[config.mk]
export PLATFORM = sky130hd
export DESIGN_NAME = lsu_bus
export DESIGN_NICKNAME = d
export VERILOG_FILES = /design/src/rtl/lsu_pkg.sv /design/src/rtl/lsu_lane.sv /design/src/rtl/lsu_bus.sv
export SDC_FILE = /design/constraint.sdc
export NUM_CORES = 1
export LEC_CHECK = 0
export CAP_MARGIN = 25
export CORE_AREA = 2 2 112 114
export DETAILED_ROUTE_END_ITERATION = 6
export DIE_AREA = 0 0 114 116
export PLACE_DENSITY = 0.85
export SYNTH_ARGS = -nofsm -noshare
export SYNTH_HDL_FRONTEND = slang
export SYNTH_SLANG_ARGS = --single-unit
[constraint.sdc]
create_clock -name clk -period 4.6 [get_ports clk]
set_input_delay 0.92 -clock clk [delete_from_list [all_inputs] [get_ports clk]]
set_output_delay 0.92 -clock clk [all_outputs]
set_load 0.005 [all_outputs]
[src/rtl/lsu_pkg.sv]
// Shared constants, state encoding and request-decode helpers for the load/store unit.
package lsu_pkg;

    // RISC-V funct3 size/sign codes
    localparam logic [2:0] F3_B  = 3'b000;
    localparam logic [2:0] F3_H  = 3'b001;
    localparam logic [2:0] F3_W  = 3'b010;
    localparam logic [2:0] F3_D  = 3'b011;
    localparam logic [2:0] F3_BU = 3'b100;
    localparam logic [2:0] F3_HU = 3'b101;
    localparam logic [2:0] F3_WU = 3'b110;

    // Response error codes
    localparam logic [1:0] ERR_OK       = 2'b00;
    localparam logic [1:0] ERR_MISALIGN = 2'b01;
    localparam logic [1:0] ERR_TIMEOUT  = 2'b10;
    localparam logic [1:0] ERR_ILLEGAL  = 2'b11;

    typedef enum logic [1:0] {
        IDLE = 2'd0,
        BUS  = 2'd1,
        WAIT = 2'd2,
        RESP = 2'd3
    } lsu_state_e;

    // Size/sign code legality; 64-bit-only codes need is64.
    function automatic logic f3_legal(input logic [2:0] f3, input logic store, input logic is64);
        logic ok;
        ok = 1'b0;
        if (store) begin
            case (f3)
                F3_B, F3_H, F3_W: ok = 1'b1;
                F3_D:             ok = is64;
                default:          ok = 1'b0;
            endcase
        end else begin
            case (f3)
                F3_B, F3_H, F3_W, F3_BU, F3_HU: ok = 1'b1;
                F3_D, F3_WU:                    ok = is64;
                default:                        ok = 1'b0;
            endcase
        end
        return ok;
    endfunction

    // Low address bits that must be zero for an access of 2**size bytes.
    // funct3[1:0] is the log2 byte size for every legal code.
    function automatic logic [2:0] align_mask(input logic [1:0] size);
        logic [2:0] m;
        case (size)
            2'd0:    m = 3'b000;
            2'd1:    m = 3'b001;
            2'd2:    m = 3'b011;
            default: m = 3'b111;
        endcase
        return m;
    endfunction

endpackage

[src/rtl/lsu_lane.sv]
// Byte-lane steering: bus address/enables/write data for stores and
// shift + sign/zero extension of returned load data.
module lsu_lane
    import lsu_pkg::*;
#(
    parameter int XLEN = 32
) (
    input  logic              store_i,
    input  logic [2:0]        funct3_i,
    input  logic [XLEN-1:0]   addr_i,
    input  logic [XLEN-1:0]   wdata_i,
    input  logic [XLEN-1:0]   rdata_i,
    output logic [XLEN-1:0]   mem_addr_o,
    output logic [XLEN/8-1:0] mem_be_o,
    output logic [XLEN-1:0]   mem_wdata_o,
    output logic [XLEN-1:0]   load_data_o
);

    localparam int NB   = XLEN / 8;
    localparam int OFFW = $clog2(NB);

    logic [1:0]      size;
    logic [OFFW-1:0] off;
    logic [NB-1:0]   size_mask;
    logic [XLEN-1:0] wrep;
    logic [XLEN-1:0] shifted;

    // Lane offset, enables, replicated store data and extended load data.
    always_comb begin
        // NOTE: every output of this block gets a value on every path, so no latch is inferred.
        size = funct3_i[1:0];
        // Misaligned requests only get here when alignment faults are disabled,
        // so rounding the offset down is the force-align behaviour.
        off = addr_i[OFFW-1:0] & ~OFFW'(align_mask(size));

        case (size)
            2'd0:    size_mask = NB'(1);
            2'd1:    size_mask = NB'(3);
            2'd2:    size_mask = NB'(15);
            default: size_mask = {NB{1'b1}};
        endcase

        for (int i = 0; i < NB; i++) begin
            wrep[i*8 +: 8] = wdata_i[(i & int'(align_mask(size)))*8 +: 8];
        end

        mem_addr_o  = {addr_i[XLEN-1:OFFW], {OFFW{1'b0}}};
        mem_be_o    = store_i ? (size_mask << off) : '0;
        mem_wdata_o = store_i ? wrep : '0;

        shifted = rdata_i >> {off, 3'b000};
        case (funct3_i)
            F3_B:    load_data_o = XLEN'($signed(shifted[7:0]));
            F3_H:    load_data_o = XLEN'($signed(shifted[15:0]));
            F3_W:    load_data_o = XLEN'($signed(shifted[31:0]));
            F3_BU:   load_data_o = XLEN'(shifted[7:0]);
            F3_HU:   load_data_o = XLEN'(shifted[15:0]);
            F3_WU:   load_data_o = XLEN'(shifted[31:0]);
            default: load_data_o = shifted;
        endcase
    end

endmodule

[src/rtl/lsu_bus.sv]
// Sequential load/store bus master: request capture and checking,
// request/grant/response handshake, bus timeout and one-cycle completion.
module lsu_bus
    import lsu_pkg::*;
#(
    parameter int XLEN        = 32,
    parameter int ALIGN_CHECK = 1,
    parameter int TIMEOUT     = 255
) (
    input  logic              clk,
    input  logic              reset,
    input  logic              req_valid,
    output logic              req_ready,
    input  logic              req_store,
    input  logic [2:0]        req_funct3,
    input  logic [XLEN-1:0]   req_addr,
    input  logic [XLEN-1:0]   req_wdata,
    output logic              resp_valid,
    output logic [XLEN-1:0]   resp_rdata,
    output logic [1:0]        resp_err,
    output logic              mem_req,
    input  logic              mem_gnt,
    output logic              mem_we,
    output logic [XLEN-1:0]   mem_addr,
    output logic [XLEN/8-1:0] mem_be,
    output logic [XLEN-1:0]   mem_wdata,
    input  logic              mem_rvalid,
    input  logic [XLEN-1:0]   mem_rdata
);

    localparam int NB = XLEN / 8;
    localparam int CW = (TIMEOUT > 1) ? $clog2(TIMEOUT) : 1;
    localparam logic [CW-1:0] TO_LAST = CW'((TIMEOUT > 0) ? TIMEOUT - 1 : 0);

    lsu_state_e      state_q;
    logic [CW-1:0]   cnt_q, cnt_d;
    logic            store_q;
    logic [2:0]      funct3_q;
    logic [XLEN-1:0] addr_q, wdata_q, rdata_q;
    logic [1:0]      err_q;
    logic            req_ready_q, mem_req_q, resp_valid_q;

    logic            req_illegal, req_misalign, timeout_hit;
    logic [XLEN-1:0] lane_addr, lane_wdata, lane_load;
    logic [NB-1:0]   lane_be;

    lsu_lane #(.XLEN(XLEN)) u_lane (
        .store_i    (store_q),
        .funct3_i   (funct3_q),
        .addr_i     (addr_q),
        .wdata_i    (wdata_q),
        .rdata_i    (mem_rdata),
        .mem_addr_o (lane_addr),
        .mem_be_o   (lane_be),
        .mem_wdata_o(lane_wdata),
        .load_data_o(lane_load)
    );

    assign req_illegal  = !f3_legal(req_funct3, req_store, XLEN == 64);
    assign req_misalign = (ALIGN_CHECK != 0) &&
                          ((req_addr[2:0] & align_mask(req_funct3[1:0])) != 3'b000);
    assign cnt_d        = cnt_q + CW'(1);
    assign timeout_hit  = (TIMEOUT > 0) && (cnt_q == TO_LAST);

    // Bus-side outputs are only driven while a request is on the bus.
    assign req_ready  = req_ready_q;
    assign mem_req    = mem_req_q;
    assign mem_we     = mem_req_q & store_q;
    assign mem_addr   = mem_req_q ? lane_addr  : '0;
    assign mem_be     = mem_req_q ? lane_be    : '0;
    assign mem_wdata  = mem_req_q ? lane_wdata : '0;
    assign resp_valid = resp_valid_q;
    assign resp_rdata = resp_valid_q ? rdata_q : '0;
    assign resp_err   = resp_valid_q ? err_q   : ERR_OK;

    // Transaction FSM with registered handshake outputs and timeout counter.
    always_ff @(posedge clk) begin
        // NOTE: all state here is updated with non-blocking assignments so every register sees pre-edge values.
        if (!reset) begin
            state_q      <= IDLE;
            cnt_q        <= '0;
            store_q      <= 1'b0;
            funct3_q     <= '0;
            addr_q       <= '0;
            wdata_q      <= '0;
            rdata_q      <= '0;
            err_q        <= ERR_OK;
            req_ready_q  <= 1'b1;
            mem_req_q    <= 1'b0;
            resp_valid_q <= 1'b0;
        end else begin
            case (state_q)
                IDLE: begin
                    if (req_valid) begin
                        store_q     <= req_store;
                        funct3_q    <= req_funct3;
                        addr_q      <= req_addr;
                        wdata_q     <= req_wdata;
                        rdata_q     <= '0;
                        cnt_q       <= '0;
                        req_ready_q <= 1'b0;
                        if (req_illegal) begin
                            err_q        <= ERR_ILLEGAL;
                            resp_valid_q <= 1'b1;
                            state_q      <= RESP;
                        end else if (req_misalign) begin
                            err_q        <= ERR_MISALIGN;
                            resp_valid_q <= 1'b1;
                            state_q      <= RESP;
                        end else begin
                            err_q     <= ERR_OK;
                            mem_req_q <= 1'b1;
                            state_q   <= BUS;
                        end
                    end
                end
                BUS: begin
                    cnt_q <= cnt_d;
                    if (mem_gnt) begin
                        mem_req_q <= 1'b0;
                        if (store_q) begin
                            resp_valid_q <= 1'b1;
                            state_q      <= RESP;
                        end else begin
                            state_q <= WAIT;
                        end
                    end else if (timeout_hit) begin
                        mem_req_q    <= 1'b0;
                        err_q        <= ERR_TIMEOUT;
                        resp_valid_q <= 1'b1;
                        state_q      <= RESP;
                    end
                end
                WAIT: begin
                    cnt_q <= cnt_d;
                    if (mem_rvalid) begin
                        rdata_q      <= lane_load;
                        resp_valid_q <= 1'b1;
                        state_q      <= RESP;
                    end else if (timeout_hit) begin
                        err_q        <= ERR_TIMEOUT;
                        resp_valid_q <= 1'b1;
                        state_q      <= RESP;
                    end
                end
                RESP: begin
                    resp_valid_q <= 1'b0;
                    req_ready_q  <= 1'b1;
                    state_q      <= IDLE;
                end
                default: begin
                    mem_req_q    <= 1'b0;
                    resp_valid_q <= 1'b0;
                    req_ready_q  <= 1'b1;
                    state_q      <= IDLE;
                end
            endcase
        end
    end

endmodule

* Yosys cells after proc, flatten, opt, wreduce, memory -nomap -nowiden
Cells that the tools add are included.
W data, S select, Z words.
** Storage, ports and cells
- Bits in registers :: 115
- Bits of input ports :: 105
- Output and inout bits :: 106
- Logic and storage cells :: 116
** Operators by class
- $add $sub $neg :: 1
- Equality and inequality tests :: 24
- Shift operators :: 5
- Muxes and demuxes :: 50
- Bitwise gates (word level) :: 4
- Reductions and logical operators :: 21
** Operators by type and width (number)
- $mux W32 :: 6
- $pmux W32 S4 :: 1
- $pmux W32 S2 :: 1
- $shiftx A32 B6 Y8 :: 2
- $shiftx A32 B5 Y8 :: 1
- $shr A32 B5 Y32 :: 1
- $mux W2 :: 12
- $mux W1 :: 18
- $pmux W8 S2 :: 1
- $eq A3 B3 Y1 const B :: 4
- $ne A2 B2 Y1 const B :: 6
- $pmux W2 S3 :: 2
- $ne A3 B3 Y1 const B :: 3
- $pmux W3 S3 :: 1
- $add A8 B1 Y8 const B :: 1
- $eq A2 B2 Y1 const B :: 4
- $eq A8 B8 Y1 const B :: 1
- $mux W4 :: 2
- $mux W8 :: 1
- $pmux W2 S4 :: 1
- $pmux W4 S2 :: 1
- $reduce_bool A2 Y1 :: 4
- $eq A2 B1 Y1 const B :: 3
- $eq A3 B1 Y1 const B :: 2
- 18 further kinds :: 26

* Longest topological paths before layout
- Depth after elaboration :: 8
- Depth in mapped cells :: 10
- Gate-level depth less buffers :: 7

* Cells and area by module
Synthesis repeated with hierarchy kept, for this count alone.
** Unflattened totals
- Cells, all modules :: 845
- Area, all modules :: 6557.5 um^2
** Modules (own cells, without submodules)
- lsu_bus :: times used 1, cells each 630, area an instance 5092.4 um^2
- lsu_lane :: times used 1, cells each 215, area an instance 1465.2 um^2

* Worst setup path after synthesis
Ideal clock, no wire load.
- Path type :: register to output
- From :: register funct3_q[1]
- To :: output mem_wdata[23]
- Arrival :: 1281 ps
- Data required time :: 3680 ps
- Slack :: 2399 ps
- Cell stages (with the launch flop) :: 6
- Buffers on the path :: 3
- Cells stage by stage :: dfxtp_1 -> buf_4 -> clkbuf_1 -> clkbuf_1 -> mux2i_1 -> nor2_1
** Between the ends
- Longest elaborated chain between the ends :: 5
- Elaborated cells between the ends (all ways) :: 7
** RTL lines
- start: declaration :: line lsu_bus.sv:38 : logic [2:0] funct3_q;
- start signal: assignment :: line lsu_bus.sv:96 : funct3_q <= req_funct3;
- $eq A2 B2 Y1 (tied with other cells) :: line lsu_pkg.sv:50 : case (size)
- $pmux W2 S3 (*) :: line lsu_pkg.sv:50
- $shiftx A32 B6 Y8 (*) :: line lsu_lane.sv:44 : wrep[i*8 +: 8] = wdata_i[(i & int'(align_mask(size)))*8 +: 8];
- $mux W32 (*) :: line lsu_lane.sv:49 : mem_wdata_o = store_i ? wrep : '0;
- $mux W32 (*) :: line lsu_bus.sv:71 : assign mem_wdata = mem_req_q ? lane_wdata : '0;
- end: declaration :: line lsu_bus.sv:26 : output logic [XLEN-1:0] mem_wdata,
Every way passes the cells marked *; elsewhere a longest branch is shown, timed or not.

* Worst setup path after layout
- From :: register mem_req_q, in the netlist mem_req
- To :: output mem_be[2]
** Between the ends
- Longest elaborated chain between the ends :: 1
** RTL lines
- start: declaration :: line lsu_bus.sv:41 : logic req_ready_q, mem_req_q, resp_valid_q;
- start signal: assignment :: line lsu_bus.sv:89 : mem_req_q <= 1'b0;
- start signal: assignment :: line lsu_bus.sv:112 : mem_req_q <= 1'b1;
- start signal: assignment :: line lsu_bus.sv:120 : mem_req_q <= 1'b0;
- $mux W4 :: line lsu_bus.sv:70 : assign mem_be = mem_req_q ? lane_be : '0;
- end: declaration :: line lsu_bus.sv:25 : output logic [XLEN/8-1:0] mem_be,
Every way passes these cells.

==> results.txt <==
depth of the most critical reg-to-reg path: 7
CTS tree: yes
Port Buffers: 208
GRT overflow: 0
Setup CP Type: flop to output pin
Vias: 5690
internal power: 2.519 mW
postcts setup bufs: 0
register bit total from synthesis: 115
Post-Syn Area: 5673 um2
VDD IR-drop max: 0.2167 mV
Net Sw Frac: 31.76%
Flop pwr share: 35.0%
final wirelength: 16870 um
post-route insts no fill: 1077
max incr delay on CP: 0.58 ns
Worst Max-Slew Pin Slew: 0.9576 ns
Crit path max-delay family: buffers and inverters
commonest cells in the netlist: nand2_1 (178), dfxtp_1 (115), a21oi_1 (108)
Post-Synthesis Mean Instance Area: 7.697 um2
post-route ant nets: 0
overall routing resource usage: 25.14%
hold path depth: 2
DIE AREA: 13220 um2
Core Area: 11910 um2
Synth async-reset ratio: 0%
clock latency on the worst-skew pair: 0.41 ns
final worst path period need: 3.510 ns
most common cell in the synthesized netlist: nand2_1
relative slew slack: 36.16%
Crit path depth: 6
sw power: 1.172 mW
antenna violations before repair: 0
Worst-path clk slew: 0.05 ns
Iter 0 DRT Violations: 444
post-cts resize count: 0
critical path capture point type: output pin
largest net degree at the start of global routing: 81
Placement Cell Area: 7756 um2
CTS hold repair buffers: 0
Tcrit/Tclk final: 76.29%
Yosys Warn Count: 0
Critical Path RT: 3.68 ns
Layout area overhead: 47.88%
setup TNS: 0 ns
FF-to-FF setup slack: 2.01 ns
chip width: 114 um
Hold WC Path Type: flop to flop
Max Fclk: 284.9 MHz
initial core utilization: 47.63%
Top-Level Pins: 211
# placed instances: 1045
post-synth top area share: 40.58%
Site Rows: 40
GPL Wtd Cong: 0.8725
Data arrival, critical path: 2.59 ns
Worst Path Max Fanout: 42
ordered cell list for the critical path: buf_4 > nand2_1 > inv_1 > o21ai_0 > nor2_1 > clkdlybuf4s50_1
fin. max-slew vios: 0
Combinational Power Share: 27.2%
post-detail-place hpwl: 11700 um
share of layout cells above drive strength 1: 6.237%
Leakage: 3.188 nW
Power, Total: 3.691 mW
Cells after Synth: 737
Bufs and invs on worst path: 3
WL/cell: 15.66 um
max-cap violations: 0
part of the power in the clock network: 37.8%
depth of the CTS H-tree: 4
vias in the first global route: 5266
nature of the critical path startpoint: flop
Fin. Hold Viols: 0
Final nets: 1030
clock skew: 0.007486 ns
Clock Sinks: 115
# setup viols final: 0
die height: 116 um
Post-synth EDFFs: 0
WHS: 0.4434 ns
status: finished, final reports clean
FILL cells: 956
Antenna diodes: 0
RSZ-0062 raised after global routing: no
Power Density: 440.0 nW/um2
slowest stage cell, crit path: nand2_1
Synth area leaders: dfxtp_1 (41%), nand2_1 (12%), a21oi_1 (9.5%)
first-pass GRT wire length: 26460 um
vias per cell: 5.283
Synth Flop Type: dfxtp_1
Synth cell types: 52
area leader, netlist: dfxtp_1
# DRC: 0
TritonCTS Buffers: 17
Initial DRT Pass Iterations: 5
Seq/Total Area, Yosys: 40.58%
final instance area: 8389 um2
Root Buffer: clkbuf_16
CTS max path bufs: 2
worst reg2reg max path, cell delays in order (launching register included):
cell	delay, ns
dfxtp_1	0.35
inv_1	0.17
ha_1	0.37
nor2b_2	0.34
a21o_1	0.22
and2_1	0.79
nand2_1	0.16
o21ai_1	0.13
layer usage:
metal  vias to the layer above  GRT usage [%]  part of all wire [%]
met1                      2604          30.85                    41
met4                         0          7.724                   1.5
met2                       228          42.10                    49
met5                         -              0                     0
li1                       2834              -                     -
met3                        24          8.368                   8.7
registers in the layout, indices dropped and copies added, names as in the netlist:
name and cells:
store_q 1, wdata_q 32, cnt_q 8, funct3_q 3
state_q 2, rdata_q 32, resp_valid 1, err_q 2
mem_req 1, addr_q 32, req_ready 1
stage by stage:
stage | setup WS (ns) | utilization [%]
after floorplan | 2.399 | -
after global placement | 1.516 | 65.12
after detailed placement | 1.494 | 65.12
after CTS | 1.060 | 70.37
after global routing | 0.8339 | 70.43
final | 1.090 | 70.43
power groups by stage:
| stage | sequential [mW] | combinational [mW] | clock, mW |
|---|---|---|---|
| floorplan | 1.24 | 0.734 | 0 |
| detailed placement | 1.31 | 0.991 | 0 |
| global route | 1.32 | 1.11 | 1.46 |
| finish | 1.29 | 1.00 | 1.39 |
| global placement | 1.30 | 0.982 | 0 |
| CTS | 1.29 | 1.00 | 1.40 |
kinds of logic (layout without fill, tap and decap cells):
| logic type | after synthesis | in the layout | share of synthesized area (%) |
|---|---|---|---|
| AND/OR/NAND/NOR | 335 | 335 | 27.13 |
| other | 1 | 2 | 0.06610 |
| flip-flops | 115 | 115 | 40.58 |
| multiplexers | 27 | 27 | 6.330 |
| adder cells (fa/ha/maj) | 7 | 7 | 1.544 |
| buffers and inverters | 67 | 259 | 5.029 |
| XOR/XNOR | 6 | 6 | 0.9263 |
| AO/OA/AOI/OAI | 179 | 179 | 18.39 |
path summary, 6_finish.rpt:
kind                                  start          end
worst min register to register  rdata_q[24]  rdata_q[24]
worst min-delay path            rdata_q[24]  rdata_q[24]
worst max-delay path                mem_req    mem_be[2]
worst max register to register   state_q[0]  rdata_q[27]
layout make-up:
class / count / area, um2 / area share (%)
well taps: 147 / 183.9 / 2.192
clock inverters: 10 / 155.1 / 1.849
multi-input cells: 556 / 3093 / 36.87
repair buffers: 215 / 2135 / 25.44
inverters: 13 / 48.80 / 0.5817
flip-flops and latches: 115 / 2303 / 27.46
clock buffers: 21 / 470.5 / 5.608
cell usage in the layout (no fill, tap or decap), drive strengths merged, types with 3 or more instances in the layout:
cell type	count
clkdlybuf4s50	208
nand2	179
dfxtp	115
a21oi	108
and2	68
nor2	52
o21ai	34
clkbuf	21
mux2i	19
a22o	16
inv	13
and3	8
mux4	7
ha	7
buf	7
nand3	6
nand2b	5
o22ai	4
xor2	4
bufinv	4
clkinv	4
nor3	4
nor2b	4
nor4	3
nand4	3
Power figures use the tool's default switching activity.
